File: src/rtl/stopwatch_apb_ctrl.sv
// APB-controlled front end for a stopwatch: command pulses, a 10 ms prescaler and
// a 10-entry lap capture buffer with interrupt.
module stopwatch_apb_ctrl #(
  parameter int unsigned CLK_DIV   = 100000,
  parameter int unsigned LAP_DEPTH = 10
) (
  input  logic        iPCLK,
  input  logic        iRESETn,
  input  logic        iPSEL,
  input  logic        iPENABLE,
  input  logic        iPWRITE,
  input  logic [7:0]  iPADDR,
  input  logic [31:0] iPWDATA,
  output logic [31:0] oPRDATA,
  output logic        oPREADY,
  output logic        oGEN_10MS,
  output logic        oSTART,
  output logic        oSTOP,
  output logic        oRESET,
  output logic        oLAP_STORE,
  input  logic [25:0] iLAP,
  input  logic [3:0]  iLAP_ADDR,
  output logic        oIRQ
);

  localparam logic [7:0]  AddrCmd     = 8'h00;
  localparam logic [7:0]  AddrCtrl    = 8'h04;
  localparam logic [7:0]  AddrStatus  = 8'h08;
  localparam logic [7:0]  AddrLapCnt  = 8'h0C;
  localparam logic [7:0]  AddrLapData = 8'h10;
  localparam logic [19:0] DivMax      = 20'(CLK_DIV - 1);
  localparam logic [3:0]  PtrMax      = 4'(LAP_DEPTH - 1);
  localparam logic [3:0]  CntFull     = 4'(LAP_DEPTH);

  typedef enum logic [1:0] {LIdle, LIssue, LWait1, LWait2} lap_st_e;

  logic        wr_en, rd_en, cmd_wr, status_wr;
  logic        cmd_start, cmd_stop, cmd_reset, cmd_lap, cmd_flush;
  logic        start_q, stop_q, reset_q, running_q;
  logic [1:0]  ctrl_q;
  logic [19:0] presc_q, presc_d;
  lap_st_e     st_q;
  logic        lap_store_q, lap_miss_q, miss_set;
  logic [3:0]  lap_addr_q;
  logic        capture, pop;
  logic [3:0]  wr_ptr_q, wr_ptr_d, rd_ptr_q, rd_ptr_d, cnt_q, cnt_d;
  logic        ovf_q, ovf_d;
  logic [25:0] lap_mem_q [LAP_DEPTH];
  logic        unused_wdata;

  assign wr_en     = iPSEL & iPENABLE & iPWRITE;
  assign rd_en     = iPSEL & iPENABLE & ~iPWRITE;
  assign cmd_wr    = wr_en && (iPADDR == AddrCmd);
  assign status_wr = wr_en && (iPADDR == AddrStatus);

  // Only the highest-priority of RESET > STOP > START > LAP acts; FLUSH is independent.
  assign cmd_reset = cmd_wr & iPWDATA[2];
  assign cmd_stop  = cmd_wr & iPWDATA[1] & ~iPWDATA[2];
  assign cmd_start = cmd_wr & iPWDATA[0] & ~|iPWDATA[2:1];
  assign cmd_lap   = cmd_wr & iPWDATA[3] & ~|iPWDATA[2:0];
  assign cmd_flush = cmd_wr & iPWDATA[4];

  assign unused_wdata = ^{iPWDATA[31:10], iPWDATA[7:5]};

  always_ff @(posedge iPCLK or negedge iRESETn) begin
    if (!iRESETn) begin
      start_q   <= 1'b0;
      stop_q    <= 1'b0;
      reset_q   <= 1'b0;
      running_q <= 1'b0;
      ctrl_q    <= 2'b00;
      presc_q   <= '0;
    end else begin
      start_q <= cmd_start;
      stop_q  <= cmd_stop;
      reset_q <= cmd_reset;
      presc_q <= presc_d;
      if (stop_q || reset_q) begin
        running_q <= 1'b0;
      end else if (start_q) begin
        running_q <= 1'b1;
      end
      if (wr_en && (iPADDR == AddrCtrl)) begin
        ctrl_q <= iPWDATA[1:0];
      end
    end
  end

  // The counter is already 0 in the cycle oRESET pulses, so the tick phase restarts there.
  always_comb begin
    presc_d = presc_q + 20'd1;
    if (cmd_reset || !ctrl_q[0] || (presc_q == DivMax)) begin
      presc_d = '0;
    end
  end

  assign oGEN_10MS = (presc_q == DivMax);
  assign oSTART    = start_q;
  assign oSTOP     = stop_q;
  assign oRESET    = reset_q;

  // A capture is any movement of the stopwatch lap address while we are waiting for it.
  assign capture  = ((st_q == LWait1) || (st_q == LWait2)) && (iLAP_ADDR != lap_addr_q);
  assign miss_set = ((st_q == LWait2) && !capture) || (cmd_lap && (st_q != LIdle));

  always_ff @(posedge iPCLK or negedge iRESETn) begin
    if (!iRESETn) begin
      st_q        <= LIdle;
      lap_store_q <= 1'b0;
      lap_miss_q  <= 1'b0;
      lap_addr_q  <= '0;
    end else begin
      lap_addr_q  <= iLAP_ADDR;
      lap_store_q <= 1'b0;
      case (st_q)
        LIdle: begin
          if (cmd_lap) begin
            st_q        <= LIssue;
            lap_store_q <= 1'b1;
          end
        end
        LIssue:  st_q <= LWait1;
        LWait1:  st_q <= capture ? LIdle : LWait2;
        LWait2:  st_q <= LIdle;
        default: st_q <= LIdle;
      endcase
      if (miss_set) begin
        lap_miss_q <= 1'b1;
      end else if (status_wr && iPWDATA[9]) begin
        lap_miss_q <= 1'b0;
      end
    end
  end

  assign oLAP_STORE = lap_store_q;

  function automatic logic [3:0] ptr_inc(input logic [3:0] p);
    return (p == PtrMax) ? 4'd0 : p + 4'd1;
  endfunction

  assign pop = rd_en && (iPADDR == AddrLapData) && (cnt_q != 4'd0);

  always_comb begin
    wr_ptr_d = wr_ptr_q;
    rd_ptr_d = rd_ptr_q;
    cnt_d    = cnt_q;
    ovf_d    = ovf_q;
    if (status_wr && iPWDATA[8]) begin
      ovf_d = 1'b0;
    end
    if (cmd_flush) begin
      wr_ptr_d = '0;
      rd_ptr_d = '0;
      cnt_d    = '0;
    end else begin
      if (capture) begin
        wr_ptr_d = ptr_inc(wr_ptr_q);
      end
      if (pop) begin
        rd_ptr_d = ptr_inc(rd_ptr_q);
      end
      if (capture && !pop && (cnt_q == CntFull)) begin
        // Full: the oldest entry is overwritten, so the read side moves with the write side.
        rd_ptr_d = ptr_inc(rd_ptr_q);
        ovf_d    = 1'b1;
      end else if (capture && !pop) begin
        cnt_d = cnt_q + 4'd1;
      end else if (pop && !capture) begin
        cnt_d = cnt_q - 4'd1;
      end
    end
  end

  always_ff @(posedge iPCLK or negedge iRESETn) begin
    if (!iRESETn) begin
      wr_ptr_q <= '0;
      rd_ptr_q <= '0;
      cnt_q    <= '0;
      ovf_q    <= 1'b0;
    end else begin
      wr_ptr_q <= wr_ptr_d;
      rd_ptr_q <= rd_ptr_d;
      cnt_q    <= cnt_d;
      ovf_q    <= ovf_d;
    end
  end

  always_ff @(posedge iPCLK) begin
    if (capture && !cmd_flush) begin
      lap_mem_q[wr_ptr_q] <= iLAP;
    end
  end

  always_comb begin
    oPRDATA = '0;
    if (rd_en) begin
      case (iPADDR)
        AddrCtrl:   oPRDATA = {30'b0, ctrl_q};
        AddrStatus: oPRDATA = {21'b0, (st_q != LIdle), lap_miss_q, ovf_q, cnt_q, 3'b0, running_q};
        AddrLapCnt: oPRDATA = {28'b0, cnt_q};
        AddrLapData: begin
          if (cnt_q != 4'd0) begin
            oPRDATA = {1'b1, 5'b0, lap_mem_q[rd_ptr_q]};
          end
        end
        default:    oPRDATA = '0;
      endcase
    end
  end

  assign oPREADY = 1'b1;
  assign oIRQ    = ctrl_q[1] && (cnt_q != 4'd0);

endmodule

File: config.mk
export PLATFORM = sky130hd
export DESIGN_NAME = stopwatch_apb_ctrl
export DESIGN_NICKNAME = d
export VERILOG_FILES = /design/src/rtl/stopwatch_apb_ctrl.sv
export SDC_FILE = /design/constraint.sdc
export NUM_CORES = 1
export LEC_CHECK = 0
export BUFFER_PORTS_ARGS = -buffer_cell sky130_fd_sc_hd__buf_2
export CORE_MARGIN = 5
export CORE_UTILIZATION = 55
export CTS_CLUSTER_DIAMETER = 60
export CTS_CLUSTER_SIZE = 28
export DETAILED_ROUTE_END_ITERATION = 12
export PLACE_DENSITY = 0.75
export SLEW_MARGIN = 20
export SYNTH_ARGS = -nofsm -noshare
export SYNTH_HDL_FRONTEND = slang
export SYNTH_SLANG_ARGS = --single-unit
File: constraint.sdc
create_clock -name iPCLK -period 4.65 [get_ports iPCLK]
set_clock_uncertainty 0.2 [all_clocks]
set_input_delay 0.465 -clock iPCLK [delete_from_list [all_inputs] [get_ports iPCLK]]
set_output_delay 0.465 -clock iPCLK [all_outputs]
set_load 0.1 [all_outputs]
Yosys cells after proc, flatten, opt, wreduce, memory -nomap -nowiden --
Memory sizes are Yosys's and may differ from the RTL's. Cells that the tools add are included.
Word-level totals: memories kept 1, RAM bits 260, output and inout bits 39, input bits 75, register bits after elaboration 47
Cells by class: $add $sub $neg 5, reduce and logical (&&, ||, !) cells 38, muxes and demuxes 29, bitwise gates (word level) 13, equality and inequality tests 14
Memories:
- lap_mem_q | depth 10, bits a word 26, read ports 1, clocked after Yosys merged registers in 0, wr ports 1, RTL line 48 | logic [25:0] lap_mem_q [LAP_DEPTH];
Operators by type and width (number):
- $pmux 32 s4 | 1
- $mux 32 | 2
- $mux 4 | 11
- $add 20x1->20 const B | 1
- $eq 20x17->1 const B | 1
- $mux 20 | 1
- $eq 8x4->1 const B | 2
- $logic_and 1x1->1 | 15
- $add 4x1->4 const B | 3
- $eq 4x4->1 const B | 3
- $and 1x1->1 | 11
- $mux 1 | 11
- $eq 8x3->1 const B | 1
- $eq 8x5->1 const B | 1
- $logic_not 8->1 | 1
- $pmux 2 s4 | 1
- $reduce_bool 2->1 | 4
- $logic_not 1->1 | 6
- $reduce_bool 3->1 | 2
- $logic_or 1x1->1 | 5
- $eq 2x2->1 const B | 2
- $mux 2 | 2
- $ne 2x2->1 const B | 2
- $ne 4x4->1 | 1
- other kinds (8) | 9

Logic depth before layout (Yosys ltp) --
Gate-level depths: netlist of run 1.
word-level depth 9, gate-level depth with buffers 12

Worst setup path after synthesis of run 1 --
Ideal clock, no wire load.
kind input to output, start point in iPADDR[0], end point out oPRDATA[16], path buffers 2, path slack -157 ps, stages on the path 5, arrival time 4142 ps, cell sequence or4_4 -> or4_4 -> buf_6 -> buf_2 -> a211oi_1
On the way: longest elaborated chain between the ends 3, elaborated cells between the ends (all ways) 6, those cells by class 4 x eq/ne; 2 x mux
RTL lines:
- start: declaration | RTL line 12 | input logic [7:0] iPADDR,
- $eq 8x5->1 (tied with other cells) | RTL line 197 | case (iPADDR)
- $pmux 32 s4 (*) | RTL line 197
- $mux 32 (*) | RTL line 196 | if (rd_en) begin
- end: declaration | RTL line 14 | output logic [31:0] oPRDATA,
Mark *: on every way between the ends. The rest lies on a longest branch, timed or not.

Worst setup path after layout of run 1 --
start point in iPADDR[4], end point out oPRDATA[18]
Same word-level chain as after synthesis.

==> flow_metrics.env, run 1 <==
export IMPL_cts_resized=0
export IMPL_path_max_fanout=22
export IMPL_ir_drop_uv=267.1
export IMPL_crit_slowest_cell="or4_4"
export IMPL_min_path_cells=1
export IMPL_reg2reg_depth=11
export IMPL_area_growth_pct=12.53
export IMPL_via_per_inst=6.104
export IMPL_io_buffers=82
export IMPL_cap_violations=0
export IMPL_powerDensity_nw_per_um2=357.6
export IMPL_ios=114
export IMPL_power_leakage_nw=4.860
export IMPL_rows=55
export IMPL_final_design_area_no_fill_um2=14200
export IMPL_slew_violations=0
export IMPL_dieArea_um2=26070
export IMPL_seq_area_frac_synth=0.7121
export IMPL_max_stage_delay_ns=0.66
export IMPL_die_h_um=161.5
export IMPL_tightest_slew_ns=1.028
export IMPL_tritoncts="done"
export IMPL_yosysWarnings=0
export IMPL_r2r_slack_ns=1.08
export IMPL_h_tree_depth=1
export IMPL_grt_pass1_wl_um=40320
export IMPL_hold_viol=0
export IMPL_ys_ff_latch=307
export IMPL_critPathRequiredTime_ns=3.98
export IMPL_critical_path_buf_inv_count=3
export IMPL_track_usage=0.1988
export IMPL_cts_buffers=20
export IMPL_final_nets=913
export IMPL_crit_path_frequent_cell="buf_2"
export IMPL_synth_ff_type="edfxtp_1"
export IMPL_avgSynthCellArea_um2=17.12
export IMPL_fmax_mhz=257.4
export IMPL_wirelength_um=25880
export IMPL_min_from="iLAP[25]"
export IMPL_fin_crit_ns=3.885
export IMPL_cts_sinks=307
export IMPL_status="complete, no violations"
export IMPL_finalPower_mw=5.077
export IMPL_drive_above_1_share=0.2562
export IMPL_drc=0
export IMPL_final_cell_mix="edfxtp_1, buf_2, mux4_2"
export IMPL_dpl_cell_area_um2=13390
export IMPL_synthesis_area_um2=12620
export IMPL_netlist_instances=737
export IMPL_arrival_ns=3.22
export IMPL_cp_end_kind="primary output"
export IMPL_post_place_ws_ns=0.8368
export IMPL_ant_nets=0
export IMPL_clock_latency_ns=0.51
export IMPL_start_util=0.5572
export IMPL_hpwl_um=15030
export IMPL_holdPathEnd="lap_mem_q[2][25]"
export IMPL_post_cts_setup_buffers=0
export IMPL_fin_crit_sh=0.8354
export IMPL_async_flop_share=0.1531
export IMPL_routabilityCongestion=0.9084
export IMPL_die_w_um=161.5
export IMPL_hold_path_class="in -> reg"
export IMPL_setup_viol=0
export IMPL_drt_iter0_markers=695
export IMPL_reg2reg_to="cnt_q[3]"
export IMPL_cp_start_kind="input port"
export IMPL_layout_commonest_cell="edfxtp_1"
export IMPL_grt_pass1_vias=7307
export IMPL_clkTransAtPathRegs_ns=0.09
export IMPL_core_um2=22640
export IMPL_dr_pass1_iters=5
export IMPL_overflow=0
export IMPL_fin_ws_ns=0.7653
export IMPL_grt_max_degree=48
export IMPL_slew_headroom=0.3140
export IMPL_vias=6897
export IMPL_critical_path_top_delay_family="buffers and inverters"
export IMPL_cts_max_path_buffers=3
export IMPL_wire_per_inst_um=22.91
export IMPL_rsz0062_at_grt="no"
export IMPL_cp_cell_sequence="dlygate4sd3_1 -> buf_2 -> or4b_1 -> or4_4 -> a211oi_1 -> buf_2"
export IMPL_cts_root_buf="clkbuf_16"
export IMPL_synth_edf_count=260
export IMPL_synth_distinct_cells=59
export IMPL_crit_type="in -> out"
export IMPL_antenna_found_initial=1
export IMPL_r2r_start="cnt_q[0]"
[final cells by class]
cell class | count | area [um2]
Clock inverter | 10 | 173.9
Multi-Input combinational cell | 381 | 3428
Timing Repair Buffer | 111 | 665.6
Antenna cell | 2 | 5.005
Tap cell | 285 | 356.6
Sequential cell | 307 | 8992
Inverter | 11 | 41.29
Fill cell | 1554 | 8444
Clock buffer | 23 | 533.0
[power by group]
part / internal (mW) / leakage (nW) / switching (mW)
sequential: 2.98 / 2.96 / 0.0126
combinational: 0.0601 / 1.56 / 0.0978
clock: 0.911 / 0.343 / 1.01
[through the flow]
| stage | std cells | utilization | TNS, ns | hold WS [ns] |
|---|---|---|---|---|
| floorplan | 741 | - | -1.565 | -0.03059 |
| global placement | 1086 | 0.5914 | 0 | 0.2134 |
| finish | 1130 | 0.6270 | 0 | 0.02857 |
| global route | 1129 | 0.6269 | 0 | 0.008084 |
| CTS | 1128 | 0.6267 | 0 | 0.008671 |
| detailed placement | 1086 | 0.5915 | 0 | 0.2239 |
[synthesized netlist by cell type, types with 7 or more instances]
cell / count / share of area
edfxtp_1: 260 / 0.62
mux4_2: 51 / 0.091
dfrtp_1: 47 / 0.093
nor2_1: 41 / 0.012
a211oi_1: 39 / 0.023
mux2i_1: 30 / 0.024
and2_1: 26 / 0.013
nand2_1: 22 / 0.0065
a21oi_1: 20 / 0.0079
clkbuf_1: 19 / 0.0057
xor2_1: 18 / 0.012
nand3_1: 15 / 0.0060
nor3_1: 14 / 0.0056
buf_2: 12 / 0.0048
a22o_1: 10 / 0.0069
inv_1: 10 / 0.0030
o21ai_0: 10 / 0.0040
buf_4: 9 / 0.0054
nand4_1: 7 / 0.0035
nor4_1: 7 / 0.0035
[layer usage]
metal | track usage | vias up | routed length [um]
met5 | 0 | - | 0
met4 | 0.05002 | 0 | 513
met3 | 0.03368 | 39 | 1648
met2 | 0.3529 | 240 | 13210
met1 | 0.2574 | 3536 | 10510
li1 | - | 3082 | -
[cell families after synthesis]
group,synth area share
muxes,0.1205
DFF,0.7121
AOI/OAI and AO/OA,0.05227
adders and majority gates,0.006546
and+or+nand+nor,0.07111
xor gates and xnor gates,0.01666
other,0.0005953
buffers and inverters,0.02023
[worst max-delay path by stage]
stage | startpoint | endpoint | cells after the start
floorplan | iPADDR[0] | oPRDATA[16] | 5
global placement | iPADDR[0] | cnt_q[3] | 12
detailed placement | iPADDR[0] | cnt_q[3] | 12
CTS | iPADDR[4] | oPRDATA[1] | 8
global route | iPADDR[4] | oPRDATA[1] | 8
finish | iPADDR[4] | oPRDATA[18] | 6
[sequential cells by signal (all words and copies together) (netlist names)]
name,flops
wr_ptr_q,4
oSTART,1
oLAP_STORE,1
rd_ptr_q,4
oRESET,1
cnt_q,4
presc_q,20
lap_addr_q,4
lap_mem_q,260
st_q,2
oSTOP,1
lap_miss_q,1
running_q,1
ovf_q,1
ctrl_q,2
[timing repair]
action	CTS	global route
hold buffers	9	0
hold endpoints to repair	55	0
endpoints found under the setup margin	0	0
No activity file was read; power rests on OpenSTA's default activity.
==> run 2, diff against run 1 <==
- ABC_AREA: unset -> 1
- PLACE_DENSITY: 0.75 -> 0.74
- clock period: 4.65 -> 3.7 ns (I/O delays scaled with it)
==> run 2 against run 1 <==
Effect of this change: global-route usage grew 1.8 points; utilization increased by 2.5 points; sequential power rose by 40%; worst hold slack better by 0.047 ns; die area rose by 2.5%; clock-buffer cell count up 3; power rose by 87%; via count is 28% higher; critical path depth up 2; critical endpoint is now oPRDATA[10]; largest cell class unchanged.
==> flow_metrics.env, run 2 <==
export IMPL_drt_iter0_markers=915
export IMPL_crit_slowest_cell="dfrtp_1"
export IMPL_cts_buffers=24
export IMPL_cts_root_buf="clkbuf_16"
export IMPL_top_register="lap_mem_q"
export IMPL_h_tree_depth=1
export IMPL_ir_drop_uv=479.5
export IMPL_die_h_um=163.5
export IMPL_largest_registers="lap_mem_q: 260 flops, presc_q: 20 flops"
export IMPL_area_growth_pct=17.38
export IMPL_dr_pass1_iters=5
export IMPL_max_stage_delay_ns=0.64
export IMPL_reg2reg_to="lap_mem_q[5][5]"
export IMPL_grt_pass1_vias=8502
export IMPL_synth_simple_gate_area_frac=0.1355
export IMPL_via_per_inst=5.499
export IMPL_synth_top_cell_area_share=0.6026
export IMPL_synth_edf_count=260
export IMPL_cts_sinks=307
export IMPL_netlist_instances=1135
export IMPL_finalSetupTns_ns=0
export IMPL_slew_headroom=0.5548
export IMPL_dieArea_um2=26730
export IMPL_overflow=0
export IMPL_io_buffers=82
export IMPL_cp_start_kind="register"
export IMPL_synthAdderAreaFrac=0.006374
export IMPL_antenna_found_initial=1
export IMPL_synth_top_family_by_area="simple AND/OR/NAND/NOR gates"
export IMPL_status="complete, no violations"
export IMPL_post_route_util=0.6518
export IMPL_reg2reg_depth=12
export IMPL_synthesis_area_um2=12960
export IMPL_synth_area_leaders="edfxtp_1, dfrtp_1, o21ai_0"
export IMPL_tightest_slew_ns=0.6678
export IMPL_fmax_mhz=283.5
export IMPL_setup_viol=0
export IMPL_rsz0062_at_grt="no"
export IMPL_grt_busiest_layer="met2"
export IMPL_path_max_fanout=17
export IMPL_critPathRequiredTime_ns=3.13
export IMPL_hpwl_um=17510
export IMPL_final_cell_mix="edfxtp_1, nor2_1, nand2_1"
export IMPL_use_met1=0.3131
export IMPL_synth_compound_area_frac=0.1080
export IMPL_largest_reg_flops=260
export IMPL_yosysWarnings=0
export IMPL_power_leakage_nw=5.677
export IMPL_crit_type="reg -> out"
export IMPL_grt_max_degree=149
export IMPL_cap_violations=0
export IMPL_async_flop_share=0.1531
export IMPL_final_nets=1346
export IMPL_ys_ff_latch=307
export IMPL_synth_xor_area_frac=0.01149
export IMPL_cp_end_kind="primary output"
export IMPL_layout_commonest_cell="edfxtp_1"
export IMPL_r2r_start="lap_addr_q[1]"
export IMPL_critical_path_top_delay_family="buffers and inverters"
export IMPL_r2r_slack_ns=0.97
export IMPL_synth_distinct_cells=40
export IMPL_cp_cell_sequence="nand2_1 -> inv_2 -> nand2_1 -> o2111ai_1 -> o21ai_0 -> nand2_1 -> o21ai_0 -> buf_12"
export IMPL_start_util=0.5553
export IMPL_critical_path_buf_inv_count=2
export IMPL_rows=56
export IMPL_vias=8810
export IMPL_seq_area_frac_synth=0.6934
export IMPL_synth_ff_type="edfxtp_1"
export IMPL_fin_crit_sh=0.9533
export IMPL_ios=114
export IMPL_synthMuxAreaShare=0
export IMPL_hold_viol=0
export IMPL_wirelength_um=28970
export IMPL_cts_max_path_buffers=3
export IMPL_synth_most_common_cell="edfxtp_1"
export IMPL_crit_path_frequent_cell="nand2_1"
export IMPL_drc=0
export IMPL_powerDensity_nw_per_um2=623.2
export IMPL_clkTransAtPathRegs_ns=0.07
export IMPL_min_path_cells=6
export IMPL_worstSetupStartpoint="rd_ptr_q[1]"
export IMPL_tritoncts="done"
export IMPL_slew_violations=0
export IMPL_arrival_ns=2.96
export IMPL_core_um2=23330
export IMPL_cp_depth=8
export IMPL_synth_common_cells="edfxtp_1, nor2_1, nand2_1, o21ai_0, inv_1"
export IMPL_hold_path_class="in -> reg"
export IMPL_yosysTopAreaCell="edfxtp_1"
export IMPL_grt_use_met3=0.03407
export IMPL_crit_end="oPRDATA[10]"
export IMPL_die_w_um=163.5
export IMPL_clock_latency_ns=0.53
export IMPL_track_usage=0.2172
export IMPL_drive_above_1_share=0.1513
export IMPL_fill_cells=1721
export IMPL_fin_crit_ns=3.527
export IMPL_routabilityCongestion=0.8805
export IMPL_wire_per_inst_um=18.08
export IMPL_ant_nets=0
export IMPL_grt_pass1_wl_um=45400
export IMPL_met2_usage=0.3534
export IMPL_avgSynthCellArea_um2=11.42
-- run 2: changes by cell type in the layout (fill, tap and decap cells not counted), sizes merged, moves of 9 or more --
cell         delta
nand2         +137
mux2i          -30
inv            +64
o21ai         +133
xor2            -9
a21oi          +42
o22ai          +20
dlygate4sd3    +31
and2           -26
nor2          +144
a211oi         -24
a22o           -10
nand3          +26
mux4           -51
-- run 2: stage by stage --
| stage | power (mW) | area, um2 | cells | hold slack [ns] | setup WS (ns) |
|---|---|---|---|---|---|
| after detailed placement | 6.797 | 13940 | 1518 | 0.2261 | 0.6202 |
| after CTS | 9.518 | 15180 | 1601 | 0.06407 | 0.1327 |
| after global routing | 9.965 | 15210 | 1602 | 0.08848 | 0.02071 |
| after floorplan | 5.982 | 12970 | 1139 | -0.1256 | 0.02668 |
| after global placement | 6.715 | 13940 | 1518 | 0.2297 | 0.6991 |
| final | 9.478 | 15210 | 1602 | 0.07588 | 0.1729 |
-- run 2: worst min-delay path by stage --
stage | slack, ns | endpoint | startpoint
4_1_cts | 0.06 | oRESET | iPADDR[0]
2_1_floorplan | -0.13 | cnt_q[0] | iRESETn
6_report | 0.08 | oRESET | iPADDR[0]
3_3_place_gp | 0.23 | running_q | oSTOP
5_1_grt | 0.09 | oRESET | iPADDR[0]
3_5_place_dp | 0.23 | running_q | oSTOP
-- run 2: cell families after synthesis --
kind of cell / count (synthesis)
fa+ha+maj: 6
compound gates: 256
simple gates: 416
other cells: 2
buf+inv: 131
flops: 307
xor+xnor: 17
-- run 2: per-layer routing --
layer | wire (um) | up-vias
met5 | 0 | -
met2 | 13670 | 314
li1 | - | 4241
met4 | 548 | 0
met1 | 12490 | 4209
met3 | 2258 | 46
-- run 2: worst register-to-register path: stages (launching register included) --
cell and delay [ns]:
dfrtp_1 0.38, inv_1 0.05, nand2_1 0.04, nand2_1 0.05, nor2_1 0.04, nand2_1 0.14, nand2_1 0.18, inv_1 0.13
nand2_1 0.15, inv_1 0.14, nand3_1 0.20, nor2_2 0.22, buf_4 0.44
-- run 2: timing repair --
item | 4_1_cts | 5_1_grt
endpoints found under the setup margin | 0 | 3
setup buffers | 0 | 0
gates resized for setup | 0 | 5
hold endpoints to repair | 319 | 0
hold buffers | 40 | 0
-- run 2: final cells by class --
type,count,area (um2),area share
Sequential cell,307,8987,0.5910
Multi-Input combinational cell,701,3443,0.2264
Timing Repair Buffer,152,1239,0.08145
Clock buffer,26,629.4,0.04138
Tap cell,319,399.1,0.02624
Inverter,79,297.8,0.01958
Clock inverter,17,210.2,0.01382
Antenna cell,1,2.502,0.0001645
-- run 2: power by group --
group	switching [mW]	total [mW]	internal, mW
logic	1.78	2.57	0.794
clock network	1.26	2.69	1.43
registers	0.135	4.21	4.08
==> run 3, diff against run 2 <==
- ABC_CLOCK_PERIOD_IN_PS: unset -> 3700
- CELL_PAD_IN_SITES_DETAIL_PLACEMENT: unset -> 0
- CELL_PAD_IN_SITES_GLOBAL_PLACEMENT: unset -> 1
- CORE_UTILIZATION: 55 -> 48
- PLACE_DENSITY: 0.74 -> unset
- PLACE_DENSITY_LB_ADDON: unset -> 0.1
==> run 3 against run 2 <==
Effect of this change: sequential power hardly changed; worst setup slack worse by 0.039 ns; non-clock buffer count is 2 higher; highest routed layer unchanged.
==> flow_metrics.env, run 3 (synthesis gave the netlist of run 2 again) <==
export IMPL_status="complete, no violations"
export IMPL_hold_viol=0
export IMPL_wirelength_um=31250
export IMPL_io_buffers=82
export IMPL_internal_power_mw=6.388
export IMPL_powerDensity_nw_per_um2=623.8
export IMPL_rows=60
export IMPL_die_h_um=174.3
export IMPL_die_w_um=174.3
export IMPL_track_usage=0.2025
export IMPL_via_per_inst=5.335
export IMPL_cts_max_path_buffers=3
export IMPL_cts_root_buf="clkbuf_16"
export IMPL_path_max_fanout=148
export IMPL_largest_reg_flops=260
export IMPL_layout_commonest_cell="edfxtp_1"
export IMPL_core_um2=26800
export IMPL_top_register="lap_mem_q"
export IMPL_fmax_mhz=280.4
export IMPL_rsz0062_at_grt="no"
export IMPL_final_cell_mix="edfxtp_1, nor2_1, nand2_1"
export IMPL_multi_input_area_um2=3458
export IMPL_drive_above_1_share=0.1544
export IMPL_crit_type="reg -> out"
export IMPL_ir_drop_uv=479.8
export IMPL_seqPwrFrac=0.435
export IMPL_wire_per_inst_um=19.16
export IMPL_clkTransAtPathRegs_ns=0.07
export IMPL_fill_cells=2224
export IMPL_critPathRequiredTime_ns=3.13
export IMPL_power_leakage_nw=5.734
export IMPL_post_route_util=0.5790
export IMPL_cap_violations=0
export IMPL_dr_pass1_iters=5
export IMPL_grt_pass1_vias=8373
export IMPL_tightest_slew_ns=0.8452
export IMPL_fin_crit_ns=3.566
export IMPL_finalSetupTns_ns=0
export IMPL_antenna_found_initial=1
export IMPL_slew_violations=0
export IMPL_h_tree_depth=1
export IMPL_p_comb_frac=0.272
export IMPL_drc=0
export IMPL_p_sw_mw=3.292
export IMPL_arrival_ns=3.00
export IMPL_max_stage_delay_ns=0.51
export IMPL_regArea_um2=8987
export IMPL_routabilityCongestion=0.7946
export IMPL_ant_nets=0
export IMPL_cp_end_kind="primary output"
export IMPL_switching_share=0.3401
export IMPL_grt_pass1_wl_um=47990
export IMPL_largest_registers="lap_mem_q: 260 flops, presc_q: 20 flops"
export IMPL_start_util=0.4834
export IMPL_tritoncts="done"
export IMPL_cp_cell_sequence="buf_12 -> o21ai_0 -> nor2_1 -> nor3_1 -> nor2_1 -> o21ai_0 -> o21ai_0 -> nand2_1 -> o21ai_1 -> buf_2"
export IMPL_grt_max_degree=149
export IMPL_drt_iter0_markers=661
export IMPL_cts_buffers=26
export IMPL_vias=8702
export IMPL_post_cts_setup_buffers=0
export IMPL_final_nets=1350
export IMPL_area_growth_pct=19.78
export IMPL_ios=114
export IMPL_crit_slowest_cell="buf_12"
export IMPL_crit_path_frequent_cell="o21ai_0"
export IMPL_hpwl_um=18270
export IMPL_fin_crit_sh=0.9637
export IMPL_overflow=0
export IMPL_slew_headroom=0.4365
export IMPL_clkPwrFrac=0.292
export IMPL_clock_latency_ns=0.54
export IMPL_dieArea_um2=30380
export IMPL_cp_start_kind="register"
export IMPL_setup_viol=0
export IMPL_cts_sinks=307
export IMPL_hold_path_class="in -> reg"
run 3: cell count changes in the layout (fill, tap and decap cells not counted), moves of 2 or more:
cell	before	now
buf_12	12	27
buf_2	69	58
nor2_2	14	10
nor2_4	1	5
clkbuf_1	1	4
clkbuf_4	3	0
buf_4	27	29
clkbuf_16	25	27
clkbuf_8	0	2
clkinv_4	3	1
run 3: layer usage:
metal / share of wire / wire length [um] / global-route usage
met4: 0.019 / 581 / 0.04190
met1: 0.46 / 14240 / 0.2884
met5: 0 / 0 / 0
met2: 0.48 / 14880 / 0.3345
met3: 0.050 / 1555 / 0.03088
run 3: cell type report:
type                       instances  share of cell area
clock buffer                      33             0.04628
multi-input combinational        701              0.2228
sequential                       307              0.5791
inverter                          79             0.01935
clock inverter                    15             0.01137
tap                              341             0.02749
antenna                            1           0.0001613
timing repair buffer             154             0.09336
run 3: path summary, 6_finish.rpt:
check / from / to / slack, ns / depth (start not counted)
setup / recovery: rd_ptr_q[0] / oPRDATA[0] / 0.13 / 10
hold reg to reg: oRESET / running_q / 0.22 / 1
setup reg to reg: lap_addr_q[2] / lap_mem_q[1][16] / 1.02 / 12
max in group asynchronous: iRESETn / lap_addr_q[1] / 2.30 / 3
min in group asynchronous: iRESETn / oSTOP / 0.28 / 2
hold / removal: iPADDR[0] / oRESET / 0.07 / 6
run 3: stage by stage:
step	worst slack [ns]	hold slack (ns)	instance area, um2	std cells	power (mW)
after CTS	0.04657	0.03985	15510	1630	9.766
after global placement	0.6480	0.2132	14210	1542	6.860
final	0.1343	0.06528	15520	1631	9.680
after global routing	0.003519	0.07154	15520	1631	10.21
after detailed placement	0.6402	0.2167	14210	1542	6.908
after floorplan	0.02668	-0.1256	12970	1139	5.982
run 3: power by group through the flow:
| stage | logic [mW] | clock network (mW) | registers, mW |
|---|---|---|---|
| global placement | 2.58 | 0 | 4.28 |
| CTS | 2.66 | 2.89 | 4.21 |
| global route | 2.94 | 3.02 | 4.24 |
| floorplan | 1.73 | 0 | 4.25 |
| detailed placement | 2.62 | 0 | 4.29 |
| finish | 2.64 | 2.83 | 4.21 |
run 3: timing repair:
action	4_1_cts	5_1_grt
gates resized for setup	0	3
hold endpoints to repair	306	0
hold buffers	40	0
setup endpoints to repair	0	1
run 3: worst max-delay path: cells and delay by family (launching register included):
kind | cells | cell delay (ns)
buffers and inverters | 2 | 0.95
AOI/OAI and AO/OA | 4 | 0.60
DFF | 1 | 0.43
and+or+nand+nor | 4 | 0.42
